File: config.mk
export PLATFORM = sky130hd
export DESIGN_NAME = cu_multicycle_flat
export DESIGN_NICKNAME = d
export VERILOG_FILES = /design/src/rtl/cu_pkg.sv /design/src/rtl/cu_multicycle_if.sv /design/src/rtl/cu_decode.sv /design/src/rtl/cu_multicycle.sv /design/src/flat_wrapper.sv
export SDC_FILE = /design/constraint.sdc
export NUM_CORES = 1
export LEC_CHECK = 0
export ABC_AREA = 0
export BUFFER_PORTS_ARGS = -buffer_cell sky130_fd_sc_hd__buf_4
export CORE_MARGIN = 4
export CORE_UTILIZATION = 38
export DETAILED_ROUTE_END_ITERATION = 10
export GPL_ROUTABILITY_DRIVEN = 0
export MAX_ROUTING_LAYER = met4
export PLACE_DENSITY = 0.7
export SYNTH_ARGS = -nofsm -noshare
export SYNTH_HDL_FRONTEND = slang
export SYNTH_SLANG_ARGS = --single-unit
export TNS_END_PERCENT = 50
File: constraint.sdc
create_clock -name clk -period 2 [get_ports clk]
set_input_delay 0.2 -clock clk [delete_from_list [all_inputs] [get_ports clk]]
set_output_delay 0.2 -clock clk [all_outputs]
set_load 0.1 [all_outputs]
File: src/rtl/cu_pkg.sv
// Shared encodings for the multi-cycle RV32I control unit: opcodes, ALU/imm/WB
// selects, FSM states, instruction classes and trap causes.
package cu_pkg;

  localparam logic [6:0] OP_R      = 7'b0110011;
  localparam logic [6:0] OP_IALU   = 7'b0010011;
  localparam logic [6:0] OP_LOAD   = 7'b0000011;
  localparam logic [6:0] OP_STORE  = 7'b0100011;
  localparam logic [6:0] OP_BRANCH = 7'b1100011;
  localparam logic [6:0] OP_JAL    = 7'b1101111;
  localparam logic [6:0] OP_JALR   = 7'b1100111;
  localparam logic [6:0] OP_LUI    = 7'b0110111;
  localparam logic [6:0] OP_AUIPC  = 7'b0010111;

  localparam logic [3:0] ALU_ADD   = 4'd0;
  localparam logic [3:0] ALU_SUB   = 4'd1;
  localparam logic [3:0] ALU_SLL   = 4'd2;
  localparam logic [3:0] ALU_SLT   = 4'd3;
  localparam logic [3:0] ALU_SLTU  = 4'd4;
  localparam logic [3:0] ALU_XOR   = 4'd5;
  localparam logic [3:0] ALU_SRL   = 4'd6;
  localparam logic [3:0] ALU_SRA   = 4'd7;
  localparam logic [3:0] ALU_OR    = 4'd8;
  localparam logic [3:0] ALU_AND   = 4'd9;
  localparam logic [3:0] ALU_PASSB = 4'd10;

  localparam logic [2:0] IMM_I = 3'd0;
  localparam logic [2:0] IMM_S = 3'd1;
  localparam logic [2:0] IMM_B = 3'd2;
  localparam logic [2:0] IMM_U = 3'd3;
  localparam logic [2:0] IMM_J = 3'd4;

  localparam logic [1:0] WB_MEM = 2'd0;
  localparam logic [1:0] WB_ALU = 2'd1;
  localparam logic [1:0] WB_PC4 = 2'd2;

  localparam logic [1:0] CAUSE_NONE    = 2'd0;
  localparam logic [1:0] CAUSE_ILLEGAL = 2'd1;
  localparam logic [1:0] CAUSE_IMEM_TO = 2'd2;
  localparam logic [1:0] CAUSE_DMEM_TO = 2'd3;

  typedef enum logic [2:0] {IDLE, FETCH, DECODE, EXEC, MEM, WB, TRAP} state_t;

  typedef enum logic [3:0] {
    CLS_R, CLS_IALU, CLS_LOAD, CLS_STORE, CLS_BRANCH,
    CLS_JAL, CLS_JALR, CLS_LUI, CLS_AUIPC, CLS_ILL
  } cls_t;

  // alt selects SUB for funct3=000 and SRA for funct3=101
  function automatic logic [3:0] alu_of_funct3(input logic [2:0] f3, input logic alt);
    case (f3)
      3'b000:  return alt ? ALU_SUB : ALU_ADD;
      3'b001:  return ALU_SLL;
      3'b010:  return ALU_SLT;
      3'b011:  return ALU_SLTU;
      3'b100:  return ALU_XOR;
      3'b101:  return alt ? ALU_SRA : ALU_SRL;
      3'b110:  return ALU_OR;
      default: return ALU_AND;
    endcase
  endfunction

endpackage

File: src/rtl/cu_multicycle_if.sv
// Instruction/data memory handshake bundle between the control unit and memories.
interface cu_multicycle_if;
  logic [31:0] imem_rdata;
  logic        imem_ready;
  logic        imem_req;
  logic        dmem_ready;
  logic        dmem_req;
  logic        MemRW;

  modport master (output imem_req, dmem_req, MemRW,
                  input  imem_rdata, imem_ready, dmem_ready);
  modport slave  (input  imem_req, dmem_req, MemRW,
                  output imem_rdata, imem_ready, dmem_ready);
endinterface

File: src/rtl/cu_decode.sv
// Combinational instruction decode: instruction class, ALU op, immediate format
// and illegal-instruction flag from the opcode/funct fields of IR.
module cu_decode
  import cu_pkg::*;
#(
  parameter int ALUOP_W  = 4,
  parameter int IMMSEL_W = 3
) (
  input  logic [6:0]          opcode,
  input  logic [2:0]          funct3,
  input  logic                funct7b5,
  output cls_t                cls,
  output logic [ALUOP_W-1:0]  aluop,
  output logic [IMMSEL_W-1:0] immsel,
  output logic                illegal
);

  logic [3:0] alu;
  logic [2:0] imm;

  always_comb begin
    cls     = CLS_ILL;
    alu     = ALU_ADD;
    imm     = IMM_I;
    illegal = 1'b0;
    case (opcode)
      OP_R:    begin cls = CLS_R;    alu = alu_of_funct3(funct3, funct7b5); end
      // only SRAI honours bit 30 among the immediate forms
      OP_IALU: begin
        cls = CLS_IALU;
        alu = alu_of_funct3(funct3, funct7b5 && (funct3 == 3'b101));
      end
      OP_LOAD:  cls = CLS_LOAD;
      OP_STORE: begin cls = CLS_STORE; imm = IMM_S; end
      OP_BRANCH: begin
        cls     = CLS_BRANCH;
        imm     = IMM_B;
        illegal = (funct3[2:1] == 2'b01);
      end
      OP_JAL:   begin cls = CLS_JAL;   imm = IMM_J; end
      OP_JALR:  cls = CLS_JALR;
      OP_LUI:   begin cls = CLS_LUI;   imm = IMM_U; alu = ALU_PASSB; end
      OP_AUIPC: begin cls = CLS_AUIPC; imm = IMM_U; end
      default:  illegal = 1'b1;
    endcase
  end

  assign aluop  = ALUOP_W'(alu);
  assign immsel = IMMSEL_W'(imm);

endmodule

File: src/rtl/cu_multicycle.sv
// Multi-cycle RV32I control unit: FETCH/DECODE/EXEC/MEM/WB sequencer with memory
// ready handshakes, wait timeouts and a sticky trap.
module cu_multicycle
  import cu_pkg::*;
#(
  parameter int          ALUOP_W     = 4,
  parameter int          IMMSEL_W    = 3,
  parameter int          MEM_TIMEOUT = 16,
  parameter logic [31:0] RESET_IR    = 32'h00000013
) (
  input  logic                clk,
  input  logic                rst_n,
  cu_multicycle_if.master     bus,
  input  logic                BrEq,
  input  logic                BrLt,
  output logic [31:0]         ir,
  output logic                ir_we,
  output logic                pc_we,
  output logic                PCSel,
  output logic [ALUOP_W-1:0]  ALUop,
  output logic [IMMSEL_W-1:0] ImmSel,
  output logic                ASel,
  output logic                BSel,
  output logic                BrUn,
  output logic                wEn,
  output logic [1:0]          WBSel,
  output logic                trap,
  output logic [1:0]          trap_cause
);

  state_t              state;
  logic [7:0]          wait_cnt;
  cls_t                cls;
  logic [ALUOP_W-1:0]  dec_aluop;
  logic [IMMSEL_W-1:0] dec_immsel;
  logic                illegal;
  logic                taken;
  logic                timeout_hit;
  logic                is_store;
  logic                is_jump;

  cu_decode #(.ALUOP_W(ALUOP_W), .IMMSEL_W(IMMSEL_W)) u_decode (
    .opcode   (ir[6:0]),
    .funct3   (ir[14:12]),
    .funct7b5 (ir[30]),
    .cls      (cls),
    .aluop    (dec_aluop),
    .immsel   (dec_immsel),
    .illegal  (illegal)
  );

  assign is_store    = (cls == CLS_STORE);
  assign is_jump     = (cls == CLS_JAL) || (cls == CLS_JALR);
  assign timeout_hit = (wait_cnt == 8'(MEM_TIMEOUT - 1));

  always_comb begin
    case (ir[14:12])
      3'b000:         taken = BrEq;
      3'b001:         taken = !BrEq;
      3'b100, 3'b110: taken = BrLt;
      3'b101, 3'b111: taken = !BrLt;
      default:        taken = 1'b0;
    endcase
  end

  always_ff @(posedge clk or negedge rst_n) begin
    if (!rst_n) begin
      state      <= IDLE;
      ir         <= RESET_IR;
      wait_cnt   <= '0;
      trap       <= 1'b0;
      trap_cause <= CAUSE_NONE;
    end else begin
      case (state)
        IDLE: begin
          state    <= FETCH;
          wait_cnt <= '0;
        end
        FETCH: begin
          // a ready arriving on the last allowed cycle still wins over the timeout
          if (bus.imem_ready) begin
            ir    <= bus.imem_rdata;
            state <= DECODE;
          end else if (timeout_hit) begin
            trap       <= 1'b1;
            trap_cause <= CAUSE_IMEM_TO;
            state      <= TRAP;
          end else begin
            wait_cnt <= wait_cnt + 8'd1;
          end
        end
        DECODE: begin
          if (illegal) begin
            trap       <= 1'b1;
            trap_cause <= CAUSE_ILLEGAL;
            state      <= TRAP;
          end else begin
            state <= EXEC;
          end
        end
        EXEC: begin
          wait_cnt <= '0;
          case (cls)
            CLS_LOAD, CLS_STORE: state <= MEM;
            CLS_BRANCH:          state <= FETCH;
            default:             state <= WB;
          endcase
        end
        MEM: begin
          if (bus.dmem_ready) begin
            state    <= is_store ? FETCH : WB;
            wait_cnt <= '0;
          end else if (timeout_hit) begin
            trap       <= 1'b1;
            trap_cause <= CAUSE_DMEM_TO;
            state      <= TRAP;
          end else begin
            wait_cnt <= wait_cnt + 8'd1;
          end
        end
        WB: begin
          state    <= FETCH;
          wait_cnt <= '0;
        end
        TRAP:    state <= TRAP;
        default: state <= IDLE;
      endcase
    end
  end

  assign bus.imem_req = (state == FETCH);
  assign bus.dmem_req = (state == MEM);
  assign bus.MemRW    = (state == MEM) && is_store;
  assign ir_we        = (state == FETCH) && bus.imem_ready;

  // datapath selects are held from EXEC through MEM and WB
  always_comb begin
    pc_we  = 1'b0;
    PCSel  = 1'b0;
    ALUop  = '0;
    ImmSel = '0;
    ASel   = 1'b0;
    BSel   = 1'b0;
    BrUn   = 1'b0;
    wEn    = 1'b0;
    WBSel  = WB_MEM;
    if (state == EXEC || state == MEM || state == WB) begin
      ALUop  = dec_aluop;
      ImmSel = dec_immsel;
      ASel   = (cls == CLS_BRANCH) || (cls == CLS_JAL) || (cls == CLS_AUIPC);
      BSel   = (cls != CLS_R);
      BrUn   = (cls == CLS_BRANCH) && ir[13];
    end
    case (state)
      EXEC: begin
        if (cls == CLS_BRANCH) begin
          pc_we = 1'b1;
          PCSel = taken;
        end else if (is_jump) begin
          pc_we = 1'b1;
          PCSel = 1'b1;
        end
      end
      MEM: pc_we = is_store && bus.dmem_ready;
      WB: begin
        wEn   = 1'b1;
        pc_we = !is_jump;
        if (cls == CLS_LOAD) WBSel = WB_MEM;
        else if (is_jump)    WBSel = WB_PC4;
        else                 WBSel = WB_ALU;
      end
      default: ;
    endcase
  end

endmodule

File: src/flat_wrapper.sv
// flat-port wrapper written by rule: the top's interface ports become plain ports
module cu_multicycle_flat import cu_pkg::*;
#(
  parameter int          ALUOP_W     = 4,
  parameter int          IMMSEL_W    = 3,
  parameter int          MEM_TIMEOUT = 16,
  parameter logic [31:0] RESET_IR    = 32'h00000013
)
  (clk, rst_n, BrEq, BrLt, ir, ir_we, pc_we, PCSel, ALUop, ImmSel, ASel, BSel, BrUn, wEn, WBSel, trap, trap_cause, bus_imem_req, bus_dmem_req, bus_MemRW, bus_imem_rdata, bus_imem_ready, bus_dmem_ready);
  cu_multicycle_if bus_i ();
  input  logic clk;
  input  logic rst_n;
  input  logic BrEq;
  input  logic BrLt;
  output logic [31:0] ir;
  output logic ir_we;
  output logic pc_we;
  output logic PCSel;
  output logic [ALUOP_W-1:0] ALUop;
  output logic [IMMSEL_W-1:0] ImmSel;
  output logic ASel;
  output logic BSel;
  output logic BrUn;
  output logic wEn;
  output logic [1:0] WBSel;
  output logic trap;
  output logic [1:0] trap_cause;
  output wire logic [$bits(bus_i.imem_req)-1:0] bus_imem_req;
  output wire logic [$bits(bus_i.dmem_req)-1:0] bus_dmem_req;
  output wire logic [$bits(bus_i.MemRW)-1:0] bus_MemRW;
  input wire logic [$bits(bus_i.imem_rdata)-1:0] bus_imem_rdata;
  input wire logic [$bits(bus_i.imem_ready)-1:0] bus_imem_ready;
  input wire logic [$bits(bus_i.dmem_ready)-1:0] bus_dmem_ready;
  assign bus_imem_req = bus_i.imem_req;
  assign bus_dmem_req = bus_i.dmem_req;
  assign bus_MemRW = bus_i.MemRW;
  assign bus_i.imem_rdata = bus_imem_rdata;
  assign bus_i.imem_ready = bus_imem_ready;
  assign bus_i.dmem_ready = bus_dmem_ready;
  cu_multicycle #(.ALUOP_W(ALUOP_W), .IMMSEL_W(IMMSEL_W), .MEM_TIMEOUT(MEM_TIMEOUT), .RESET_IR(RESET_IR)) u_core (.clk(clk), .rst_n(rst_n), .bus(bus_i), .BrEq(BrEq), .BrLt(BrLt), .ir(ir), .ir_we(ir_we), .pc_we(pc_we), .PCSel(PCSel), .ALUop(ALUop), .ImmSel(ImmSel), .ASel(ASel), .BSel(BSel), .BrUn(BrUn), .wEn(wEn), .WBSel(WBSel), .trap(trap), .trap_cause(trap_cause));
endmodule
---- Yosys cells after proc, flatten, opt, wreduce, memory -nomap -nowiden ----
Cells that the tools add are included.
W data, S select, Z words.
storage, ports and cells
  register bits ........................... 46
  output and inout bits ................... 54
  logic and storage cells ................. 117
  input bits .............................. 38
cells by class
  add/subtract/negate cells ............... 1
  equality and inequality tests ........... 35
  multiplexer cells ....................... 47
  reductions and logical operators ........ 29
operator list
  cell                   number
  $pmux W4 S7            2
  $pmux W4 S9            1
  $mux W8                3
  $pmux W8 S3            1
  $eq A3 B3 Y1 const B   7
  $eq A7 B6 Y1 const B   3
  $eq A7 B7 Y1 const B   3
  $mux W3                6
  $pmux W3 S6            1
  $mux W1                16
  $mux W2                8
  $eq A7 B5 Y1 const B   2
  $eq A3 B2 Y1 const B   4
  $eq A4 B3 Y1 const B   3
  $pmux W3 S4            1
  $pmux W4 S3            1
  $reduce_or A2 Y1       5
  $add A8 B1 Y8 const B  1
  $eq A4 B2 Y1 const B   2
  $eq A8 B4 Y1 const B   1
  $reduce_or A8 Y1       1
  $eq A7 B2 Y1 const B   1
  $eq A3 B1 Y1 const B   2
  $logic_not A3 Y1       2
  other kinds (19)       35

---- Depth between registers and ports, before layout ----
Gate-level depths: netlist (run 1).
  depth after elaboration ................. 7
  gate-level depth with buffers ........... 5

---- By module ----
From an unflattened synthesis (run 1), not the netlist that was laid out.
unflattened totals
  cell total of the unflattened synthesis .. 257
  area total of the unflattened synthesis .. 2673.8 um2
by module, submodules not included
  module         area an instance (um2)  sequential area each (um2)  cells an instance  instances
  cu_multicycle  2343.5                  1154.9                      206                1
  cu_decode      330.3                   0.0                         51                 1

---- Worst setup path before layout (run 1) ----
No wires, ideal clock.
  path kind ............................... register to output
  start point ............................. reg u_core.ir[6]
  end point ............................... out ASel
  cell stages (with the launch flop) ...... 6
  data arrival time ....................... 4.429 ns
  buffers on the path ..................... 1
  path slack .............................. -2.629 ns
  path through ............................ dfrtp_1 -> buf_2 -> and3b_1 -> a21oi_1 -> a2bb2oi_1 -> nor4_1
between the ends
  longest elaborated chain between the ends .. 6
ends and longest elaborated chain
  element                               line                  RTL
  start: declaration                    cu_multicycle.sv:16   output logic [31:0] ir,
  start signal: assignment              cu_multicycle.sv:82   ir <= bus.imem_rdata;
  $eq A7 B5 Y1 (tied with other cells)  cu_decode.sv:26       case (opcode)
  $pmux W4 S9 *                         cu_decode.sv:26
  $eq A4 B3 Y1                          cu_multicycle.sv:150  ASel = (cls == CLS_BRANCH) || (cls == CLS_JAL) || (cls == CLS_AUIPC);
  $logic_or A1 B1 Y1                    cu_multicycle.sv:150
  $logic_or A1 B1 Y1 *                  cu_multicycle.sv:150
  $mux W1 *                             cu_multicycle.sv:147  if (state == EXEC || state == MEM || state == WB) begin
  end: declaration                      flat_wrapper.sv:21    output logic ASel;
Every way passes the cells marked *; elsewhere a longest branch is shown, timed or not.

---- Final worst setup path (run 1) ----
  start point ............................. reg u_core.ir[4]
  end point ............................... out ALUop[1]
between the ends
  longest elaborated chain between the ends .. 3
ends and longest elaborated chain
  element                                              line                  RTL
  $eq A7 B6 Y1 / $eq A7 B5 Y1 (equally long branches)  cu_decode.sv:26
  $pmux W4 S3 *                                        cu_decode.sv:26
  $mux W4 *                                            cu_multicycle.sv:147
  end: declaration                                     flat_wrapper.sv:19    output logic [ALUOP_W-1:0] ALUop;
Marked as above.

==> run_results.csv, run 1 <==
group,metric,value,unit
die,coreArea,0.00642,mm2
yosys,avgSynthCellArea,10.7,um2
outcome,violations,"negative setup slack",
cts,clockRootBuffer,"clkbuf_8",
min_path,worst_hold_path_type,"input port to register",
yosys,synth_cell_type_count,54,
finish,drive_above_1_share,57.7,%
sta,skew,0.00813,ns
cts,clk-insertion-delay-late,0.30,ns
critical_path,crit_required,1.80,ns
sta,grt_setup_unrepaired,"yes",
critical_path,end_kind,"primary output",
sta,setup-violations-final,13,
die,die_x,90.0,um
die,dieArea,0.00810,mm2
placed_design,io_buffer_count,91,
global_route,grt_pass1_wl,11500,um
sta,relSlewSlack,61.5,%
die,die_h,90.0,um
route,drt_iter0_markers,67,
global_route,first_global_vias,2312,
sta,tightest_slew,0.577,ns
critical_path,arrival,1.98,ns
sta,period_share,109,%
global_route,overflow,0,
die,initial_core_util,39.8,%
finish,ff_latch_area,0.00118,mm2
yosys,synth.cell_area,0.00255,mm2
job,cap_violations,0,
yosys,synth_async_sr_flop_share,100,%
placed_design,dpl.hpwl,5120,um
sta,timing.fmax,459,MHz
critical_path,path_class,"register to primary output",
route,vias,2259,
sta,fin_crit,2.18,ns
yosys,seq_area_frac_synth,45.2,%
critical_path,cp_max_fo,5,
finish,fin_util,61.7,%
sta,fin_ws,-0.180,ns
yosys,postSynthNetCount,278,
yosys,synth_ff_type,"dfrtp_1",
finish,multi_input_area,0.00148,mm2
cts,clkSinkCount,46,
placed_design,pre_cts_ws,0.0188,ns
yosys,synth_top_area_share,42.1,%
critical_path,ff2ff_setup_slack,0.15,ns
yosys,ys.warnings.count,0,
outcome,status,"finished with violations",
cts,clk_pin_slew,0.09,ns
finish,antennaDiodeCount,0,
route,routed_wl,6900,um
critical_path,start_kind,"register",
global_route,grtUsageTotal,17.8,%
global_route,antenna_found_initial,0,
yosys,synth_edf_count,0,
cts,tritoncts,"built",
cts,cts_buffers,5,
yosys,synth_cells,239,
yosys,synth_top_area_cell,"dfrtp_1",
finish,areaGrowthSynthToFinish,55.1,%
sta,hold_slack,0.0998,ns
route,drc_errors,0,
route,ant_nets,0,
cts,htreeDepth,2,
global_route,grt_max_degree,47,
finish,fin_nets,393,
route,viasPerCell,5.23,
yosys,ys_seq_elements,46,
die,io_pins,92,
route,wl_per_cell,16.0,um
finish,fillers,502,
route,dr.pass1.iters,4,
cts,cts_max_path_buffers,2,
yosys,yosys-top-cells-area,"dfrtp_1, mux2_2, a21oi_1, a2111oi_4, o21ai_0",
sta,hold_violations,0,
sta,drv_slew,0,
die,rows,29,
[through the flow]
step                      instances  area (um2)  setup TNS [ns]
after floorplan                 239        2740           -4.12
after global placement          413        3580               0
after detailed placement        413        3580               0
after CTS                       428        3880          -0.981
after global routing            432        3960           -2.21
final                           432        3960          -0.998
[final cells by class]
cell class | count | share of cell area (%)
Sequential cell | 46 | 29.8
Inverter | 8 | 0.758
Clock inverter | 1 | 0.189
Tap cell | 77 | 2.43
Multi-Input combinational cell | 170 | 37.3
Clock buffer | 7 | 1.93
Timing Repair Buffer | 123 | 27.6
[repair_timing]
action | in CTS | in global routing
pin swaps | 5 | 8
hold endpoints to repair | 43 | 0
buffers inserted | 6 | 4
gates cloned | 0 | 0
hold buffers | 1 | 0
resized for setup | 44 | 11
endpoints found under the setup margin | 16 | 19
[logic make-up after synthesis]
family / after synthesis / share of synthesized area [%]
compound gates: 62 / 17.5
buf+inv: 23 / 4.95
flops: 46 / 45.2
mux: 30 / 13.2
simple gates: 71 / 16.6
fa+ha+maj: 1 / 0.490
xor+xnor: 6 / 2.06
[final timing paths]
kind,start,endpoint,cells past startpoint
setup / recovery,u_core.ir[4],ALUop[1],5
hold / removal,bus_imem_rdata[13],u_core.ir[13],3
setup reg to reg,u_core.state[0],u_core.wait_cnt[7],5
hold reg to reg,u_core.trap,u_core.trap,1
max in group asynchronous,rst_n,u_core.ir[6],2
min in group asynchronous,rst_n,u_core.ir[26],2
[registers in the layout, summed over array words and instances, names as in the netlist]
signal and count:
u_core.trap_cause 2, u_core.trap 1, u_core.ir 32, u_core.state 3, u_core.wait_cnt 8
[cell usage after synthesis, drive strengths merged (3+ instances only)]
master	n
buf	12
nor2b	7
nand2b	5
a2111oi	3
mux2	30
dfrtp	43
nor3	5
nor4b	3
inv	8
xnor2	4
a21oi	23
dfstp	3
nand4	5
or3	4
nor2	10
o21ai	17
nand2	15
clkbuf	3
[cell usage in the layout (no fill, tap or decap), drive strengths merged, types with 2 or more instances in the layout]
cell / count
buf: 122
dfrtp: 43
mux2: 30
a21oi: 23
o21ai: 17
nand2: 15
nor2: 10
inv: 8
nor2b: 7
clkbuf: 7
nand2b: 5
nand4: 5
nor3: 5
xnor2: 4
or3: 4
nor4b: 3
a2111oi: 3
dfstp: 3
xor2: 2
a211oi: 2
nor4: 2
and3: 2
nand4bb: 2
and3b: 2
and4bb: 2
or3b: 2
and2: 2
a31oi: 2
[critical path, cell delays in order (launching register included)]
cell     delay, ns
dfstp_4       0.65
nor2b_4       0.16
nand4_1       0.13
or3b_4        0.46
o21ai_4       0.09
buf_12        0.19
[routing by layer]
metal  wire (um)  vias to the layer above  global-route usage (%)
li1            -                     1096                       -
met1        2880                     1091                    20.5
met2        3550                       59                    30.6
met3         305                       13                    3.51
met4         166                        0                    7.02
met5           0                        -                       -
Power of run 1 is left out: the tool's default activity adds up to more than one toggle a clock period on the data nets, which glitch-free logic cannot reach.
==> run 2, diff against run 1 <==
--- a/config.mk
+++ b/config.mk
@@ -7,6 +7,7 @@
 export LEC_CHECK = 0
 export ABC_AREA = 0
 export BUFFER_PORTS_ARGS = -buffer_cell sky130_fd_sc_hd__buf_4
+export CAP_MARGIN = 15
 export CORE_MARGIN = 4
 export CORE_UTILIZATION = 38
 export DETAILED_ROUTE_END_ITERATION = 10
==> constraint.sdc (replaced) <==
create_clock -name clk -period 2.82 [get_ports clk]
set_input_delay 0.282 -clock clk [delete_from_list [all_inputs] [get_ports clk]]
set_output_delay 0.282 -clock clk [all_outputs]
set_load 0.1 [all_outputs]
==> run_results.csv, run 2 (same netlist as run 1, synthesis figures left out) <==
group,metric,value,unit
outcome,status,"completed",
route,drt_iter0_markers,120,
finish,multi_input_area,0.00133,mm2
cts,clkSinkCount,46,
cts,htreeDepth,2,
min_path,worst_hold_path_type,"input port to register",
route,drc_errors,0,
sta,skew,0.00788,ns
finish,areaGrowthSynthToFinish,34.3,%
critical_path,start_kind,"register",
sta,tightest_slew,0.796,ns
global_route,grt_max_degree,47,
cts,clockRootBuffer,"clkbuf_8",
cts,cts_max_path_buffers,2,
min_path,min_from,"bus_imem_rdata[3]",
die,io_pins,92,
cts,tritoncts,"built",
placed_design,placedCellCount,394,
route,vias,2166,
global_route,first_global_vias,2239,
finish,final_cell_mix,"buf_4, dfrtp_1, mux2_2",
cts,clk_pin_slew,0.09,ns
finish,fin_util,53.4,%
finish,antennaDiodeCount,0,
critical_path,end_kind,"primary output",
cts,ctsHoldBuffers,1,
cts,cts_buffers,5,
sta,grt_setup_unrepaired,"no",
placed_design,dpl.hpwl,4830,um
die,dieArea,0.00810,mm2
route,viasPerCell,5.37,
sta,drv_slew,0,
job,cap_violations,0,
finish,ff_latch_area,0.00115,mm2
finish,reg_top3,"u_core.ir x32, u_core.wait_cnt x8, u_core.state x3",
die,die_h,90.0,um
global_route,grtUsageTotal,16.5,%
route,highest_layer,"met4",
critical_path,crit_required,2.54,ns
critical_path,path_class,"register to primary output",
finish,fin_cells,403,
critical_path,arrival,2.37,ns
die,die_x,90.0,um
finish,fillers,601,
critical_path,cp_max_fo,16,
route,routed_wl,6410,um
placed_design,io_buffer_count,91,
sta,relSlewSlack,46.7,%
finish,largest-register,"u_core.ir",
finish,fin_nets,364,
finish,mostFrequentLayoutCell,"buf_4",
cts,clk-insertion-delay-late,0.30,ns
cts,post_cts_resized,0,
die,rows,29,
sta,fin_crit,2.65,ns
route,wl_per_cell,15.9,um
sta,hold_slack,0.186,ns
critical_path,rr_startpoint,"u_core.state[1]",
sta,hold_violations,0,
die,initial_core_util,39.8,%
critical_path,setup.worst_path.start,"u_core.state[2]",
finish,drive_above_1_share,46.0,%
sta,setup-violations-final,0,
sta,period_share,94.1,%
global_route,antenna_found_initial,0,
global_route,grt_pass1_wl,10800,um
sta,timing.fmax,377,MHz
cts,cts_setup_buffers,0,
route,met3_length,354,um
global_route,overflow,0,
die,coreArea,0.00642,mm2
finish,largest_reg_flops,32,
route,met1Wirelength,2870,um
route,ant_nets,0,
route,met2_wirelength,3090,um
route,dr.pass1.iters,4,
-- run 2: cell count changes in the layout (fill, tap and decap cells not counted), moves of 6 or more --
cell / previous run / this run
buf_6: 6 / 0
buf_4: 104 / 93
buf_12: 11 / 0
dfrtp_1: 37 / 43
nor2_1: 4 / 10
-- run 2: path summary, 6_finish.rpt --
kind | to | slack [ns] | cells past startpoint
min in group asynchronous | u_core.ir[27] | 0.52 | 2
hold / removal | u_core.ir[3] | 0.19 | 3
max in group asynchronous | u_core.wait_cnt[2] | 1.91 | 2
hold reg to reg | u_core.trap | 0.47 | 1
setup reg to reg | u_core.ir[16] | 0.74 | 4
setup / recovery | ALUop[3] | 0.17 | 5
-- run 2: metal layers --
layer	global-route usage, %	vias to the layer above
li1	-	1045
met1	20.6	1040
met2	26.6	75
met3	3.84	6
met4	5.48	0
met5	-	-
-- run 2: through the flow --
step | setup TNS (ns) | setup WS [ns] | instance area [um2]
global placement | 0 | 0.577 | 3310
finish | 0 | 0.166 | 3430
global route | 0 | 0.0272 | 3430
detailed placement | 0 | 0.508 | 3310
floorplan | -3.30 | -0.516 | 2610
CTS | 0 | 0.165 | 3430
-- run 2: layout make-up --
cell class                 count  share of cell area, %
clock inverter                 3                   1.28
tap                           77                   2.81
multi-input combinational    170                   38.7
inverter                       8                  0.875
clock buffer                   5                   2.01
sequential                    46                   33.7
timing repair buffer          94                   20.6
-- run 2: worst max-delay path, cell delays in order (launching register included) --
cell and delay (ns):
dfrtp_1 0.60, and3b_1 0.28, nor2_1 0.62, or3b_1 0.27, o21ai_2 0.06, buf_4 0.24
Power of run 2 is left out for the same reason.
